<file path="config.mk">
export PLATFORM = sky130hd
export DESIGN_NAME = mem_port_arbiter
export DESIGN_NICKNAME = d
export VERILOG_FILES = /design/src/rtl/mem_port_arbiter.sv
export SDC_FILE = /design/constraint.sdc
export NUM_CORES = 1
export LEC_CHECK = 0
export ABC_AREA = 0
export CAP_MARGIN = 20
export CORE_MARGIN = 2
export CORE_UTILIZATION = 32
export CTS_CLUSTER_SIZE = 24
export DETAILED_ROUTE_END_ITERATION = 12
export PLACE_DENSITY = 0.78
export SLEW_MARGIN = 40
export SYNTH_ARGS = -nofsm -noshare
export SYNTH_HDL_FRONTEND = slang
export SYNTH_SLANG_ARGS = --single-unit
</file>
<file path="constraint.sdc">
create_clock -name clk -period 1.65 [get_ports clk]
set_input_delay 0.2475 -clock clk [delete_from_list [all_inputs] [get_ports clk]]
set_output_delay 0.2475 -clock clk [all_outputs]
set_load 0.03 [all_outputs]
</file>
<file path="src/rtl/mem_port_arbiter.sv">
// Two-requester arbiter (instruction fetch, data access) in front of a single-port memory.
// Round-robin grants; reads complete one cycle after the grant, writes complete in the grant cycle.
module mem_port_arbiter #(
  parameter int N = 32
) (
  input  logic         clk,
  input  logic         rst,
  input  logic         ena,
  input  logic         if_req,
  input  logic [N-1:0] if_addr,
  output logic         if_gnt,
  output logic         if_rd_valid,
  output logic [N-1:0] if_rd_data,
  input  logic         d_req,
  input  logic         d_we,
  input  logic [N-1:0] d_addr,
  input  logic [N-1:0] d_wr_data,
  output logic         d_gnt,
  output logic         d_rd_valid,
  output logic [N-1:0] d_rd_data,
  output logic [N-1:0] mem_addr,
  output logic [N-1:0] mem_wr_data,
  output logic         mem_wr_ena,
  input  logic [N-1:0] mem_rd_data,
  output logic [15:0]  stall_count
);

  // state   | meaning
  // IDLE    | may grant one requester this cycle
  // RD_WAIT | memory returning read data for rd_owner_d; no grants
  localparam logic [0:0] IDLE    = 1'b0;
  localparam logic [0:0] RD_WAIT = 1'b1;

  logic [0:0]   state;
  logic         last_grant_d;
  logic         rd_owner_d;
  logic [N-1:0] if_rd_q;
  logic [N-1:0] d_rd_q;
  logic         stall;
  logic         rd_active;

  always_comb begin
    if_gnt = 1'b0;
    d_gnt  = 1'b0;
    if (!rst && state == IDLE && ena) begin
      if (if_req && d_req) begin
        if (last_grant_d) if_gnt = 1'b1;
        else              d_gnt  = 1'b1;
      end else if (if_req) begin
        if_gnt = 1'b1;
      end else if (d_req) begin
        d_gnt = 1'b1;
      end
    end
  end

  always_comb begin
    mem_addr    = '0;
    mem_wr_data = '0;
    mem_wr_ena  = 1'b0;
    if (if_gnt) begin
      mem_addr    = if_addr;
      mem_wr_data = d_wr_data;
    end else if (d_gnt) begin
      mem_addr    = d_addr;
      mem_wr_data = d_wr_data;
      mem_wr_ena  = d_we;
    end
  end

  // Read data goes straight through in the return cycle, then the captured copy is held.
  always_comb begin
    rd_active   = !rst && (state == RD_WAIT);
    if_rd_valid = rd_active && !rd_owner_d;
    d_rd_valid  = rd_active && rd_owner_d;
    if_rd_data  = '0;
    d_rd_data   = '0;
    if (!rst) begin
      if_rd_data = if_rd_valid ? mem_rd_data : if_rd_q;
      d_rd_data  = d_rd_valid  ? mem_rd_data : d_rd_q;
    end
  end

  assign stall = (if_req && !if_gnt) || (d_req && !d_gnt);

  always_ff @(posedge clk) begin
    if (rst) begin
      state        <= IDLE;
      last_grant_d <= 1'b1;
      rd_owner_d   <= 1'b0;
      if_rd_q      <= '0;
      d_rd_q       <= '0;
      stall_count  <= '0;
    end else begin
      case (state)
        IDLE: begin
          if (if_gnt) begin
            last_grant_d <= 1'b0;
            rd_owner_d   <= 1'b0;
            state        <= RD_WAIT;
          end else if (d_gnt) begin
            last_grant_d <= 1'b1;
            if (!d_we) begin
              rd_owner_d <= 1'b1;
              state      <= RD_WAIT;
            end
          end
        end
        default: begin
          if (rd_owner_d) d_rd_q  <= mem_rd_data;
          else            if_rd_q <= mem_rd_data;
          state <= IDLE;
        end
      endcase
      if (stall && stall_count != 16'hFFFF) stall_count <= stall_count + 16'd1;
    end
  end

endmodule

</file>
==> results.yml <==
synthesis:
  synth.yosys.seq_area_share_pct: 41.4
  synthCells: 541
  netlist_area_um2: 4020
  synth_warnings: 0
  synth_edf_count: 0
  syn_nets: 676
  synth.avg_cell_area_um2: 7.42
  ys_seq_elements: 83
  synth_ff_type: "dfxtp_1"
  synth_cell_types: 38
  async_flop_share_pct: 0
hold_path:
  hold_class: "reg -> reg"
  whs_endpoint: "d_rd_q[7]$_SDFFE_PP0P_"
  hold_path.startpoint: "d_rd_q[7]$_SDFFE_PP0P_"
  hold_depth: 2
global_route:
  grt_pass1_vias: 5664
  grtUsageTotal_pct: 33.5
  grt_antenna_before_repair: 4
  grt_max_degree: 88
  grt_overflow: 0
  grt_first_pass_wirelength_um: 33100
drt:
  routed_wl_um: 27900
  highest_layer: "met5"
  drc: 0
  post_drt_wl_per_cell_um: 27.0
  vias: 5941
  dr.first_iter.drc_count: 451
  wirelength_met1_um: 9290
  drt.antenna.violating_nets: 0
  first_pass_iters: 5
  routed_via_density: 5.73
  dr_wl_met2_um: 13900
  met3_length_um: 2960
setup_path:
  path_cells: "nor3b_4 > nand3_2 > clkinv_4 > buf_4 > buf_12 > a22o_2 > buf_12"
  worstRegToRegCells: 5
  max_stage_delay_ns: 0.36
  path_common_cell: "buf_12"
  crit_path_max_fanout: 11
  critPathRequiredTime_ns: 1.40
  rrSetupSlack_ns: -0.03
  cp_top_family: "buffers and inverters"
  end_kind: "output pin"
  crit_slowest_cell: "dfxtp_4"
  r2r-end: "stall_count[5]$_SDFFE_PP0P_"
  cp-start-kind: "flip-flop"
  path_class: "reg -> out"
  arrival_ns: 1.78
  critPathBufInv: 4
  r2r-start: "stall_count[14]$_SDFFE_PP0P_"
sta:
  tightest_slew_ns: 0.707
  finalSetupViolCount: 136
  fin_skew_ns: 0.0135
  finalHoldViolCount: 0
  setup_tns_ns: -39.91
  rsz0062_at_grt: "true"
  slew_viol_final: 0
  fmax_mhz: 494
  fin_ws_ns: -0.375
  slew_headroom_pct: 52.9
  hold_slack_ns: 0.493
  final.period_utilization_pct: 123
  period_needed_ns: 2.02
pwr:
  power.density_nw_per_um2: 614
  power_mw: 6.39
  vdd_drop_max_v: 0.000709
  p_leak_nw: 4.28
clock_network:
  clockRootBuffer: "clkbuf_16"
  cts_tree: "done"
  cts-htree-levels: 3
  cts.sink_count: 83
  clk_latency_ns: 0.35
  clk_pin_slew_ns: 0.07
  ctsHoldBuffers: 0
  cts_buffers: 9
  cts_buffer_depth: 2
floorplan:
  num_io_pins: 283
  fp-row-count: 40
  die_w_um: 116
  dieArea_um2: 13500
  die_h_um: 116
  start_util_pct: 33.2
  core_area_um2: 12100
placed_design:
  io_buffers: 282
  dpl.hpwl_um: 16400
  place.gp.congestion: 1.03
final_layout:
  num-nets-final: 996
  drive_gt1_share_pct: 52.7
  fin_util_pct: 86.0
  area_growth_pct: 159
  n_fill_cell: 595
outcome:
  violations: "negative setup slack"
  outcome: "complete, but fails checks"
job:
  max_cap_violations: 0
[worst max-delay path by stage]
stage | from | endpoint | slack [ns] | depth (start not counted)
2_1_floorplan | rst | if_rd_data[0] | -0.09 | 4
3_3_place_gp | ena | mem_addr[6] | -0.40 | 6
3_5_place_dp | ena | mem_wr_data[18] | -0.42 | 7
4_1_cts | state$_SDFF_PP0_ | mem_wr_data[0] | -0.33 | 7
5_1_grt | state$_SDFF_PP0_ | mem_wr_data[17] | -0.44 | 6
6_report | state$_SDFF_PP0_ | mem_addr[14] | -0.37 | 7
[logic make-up after synthesis]
logic type	share of synthesized area, %
muxes	0.249
and+or+nand+nor	24.7
AOI/OAI and AO/OA	26.6
adders and majority gates	0.312
buffers and inverters	4.64
DFF	41.4
xor gates and xnor gates	2.18
[worst min-delay path, delay by kind of cell, from the launching register on]
kind | cells | cell delay [ns]
flops | 1 | 0.32
simple gates | 1 | 0.07
compound gates | 1 | 0.06
[through the flow]
step                std cells  area [µm²]  setup WS (ns)
floorplan                 541        5010        -0.0939
global placement          982        8220         -0.404
detailed placement        982        8220         -0.418
CTS                      1010        9360         -0.334
global route             1034       10400         -0.437
finish                   1036       10400         -0.375
[synthesized netlist by cell type (2+ instances only)]
cell      number  area, µm²
a21oi_1      132        661
o21ai_0        2       10.0
a211oi_1       2       15.0
or3_1          2       12.5
and3_1         6       37.5
nand4_1        3       18.8
a22o_1        32        280
buf_2         11       55.1
buf_1          4       15.0
nor2b_1       35        219
nand2b_1       2       12.5
xor2_1         7       61.3
and2_1         3       18.8
inv_1          3       11.3
xnor2_1        3       26.3
dfxtp_1       83       1660
clkbuf_1      27        101
nand3_1        8       40.0
nor2_1        21       78.8
o21bai_1       2       15.0
nand2_1      136        510
[registers in the layout (all words and copies together) (netlist names)]
name          flops
d_rd_q           32
if_rd_q          32
stall_count      16
last_grant_d      1
rd_owner_d        1
state             1
[power by group]
group | internal (mW) | total (mW) | switching, mW
registers | 2.05 | 2.08 | 0.0304
clock network | 1.53 | 2.44 | 0.905
logic | 0.912 | 1.87 | 0.955
[final cells by class]
cell class | instances | area [µm²] | area share, %
Inverter | 4 | 20.0 | 0.192
Tap cell | 168 | 210 | 2.02
Clock buffer | 11 | 243 | 2.33
Antenna cell | 2 | 5.00 | 0.0481
Clock inverter | 5 | 108 | 1.03
Sequential cell | 83 | 1680 | 16.1
Timing Repair Buffer | 351 | 4180 | 40.1
Multi-Input combinational cell | 412 | 3970 | 38.1
[routing by layer]
| metal | global-route usage (%) | up-vias |
|---|---|---|
| met5 | 0 | - |
| met4 | 13.8 | 4 |
| met3 | 11.3 | 127 |
| met2 | 61.3 | 427 |
| met1 | 35.0 | 2868 |
| li1 | - | 2515 |
[cells in the final DEF, fill, tap and decap left out, drive strengths merged, types with 3 or more instances in the layout]
master	count
buf	194
nand2	136
a21oi	133
clkdlybuf4s50	129
dfxtp	83
nor2b	35
a22o	32
nor2	21
clkbuf	20
dlygate4sd2	17
nand3	8
xor2	7
and3	6
inv	5
nand4	3
xnor2	3
bufinv	3
and2	3
a211oi	3
[repair_timing]
| item | CTS | global route |
|---|---|---|
| setup buffers | 7 | 21 |
| resized for setup | 174 | 185 |
| hold endpoints to repair | 0 | 0 |
| gates cloned | 6 | 10 |
| setup endpoints to repair | 147 | 139 |
| pin swaps | 18 | 47 |
Power figures use the tool's default switching activity.
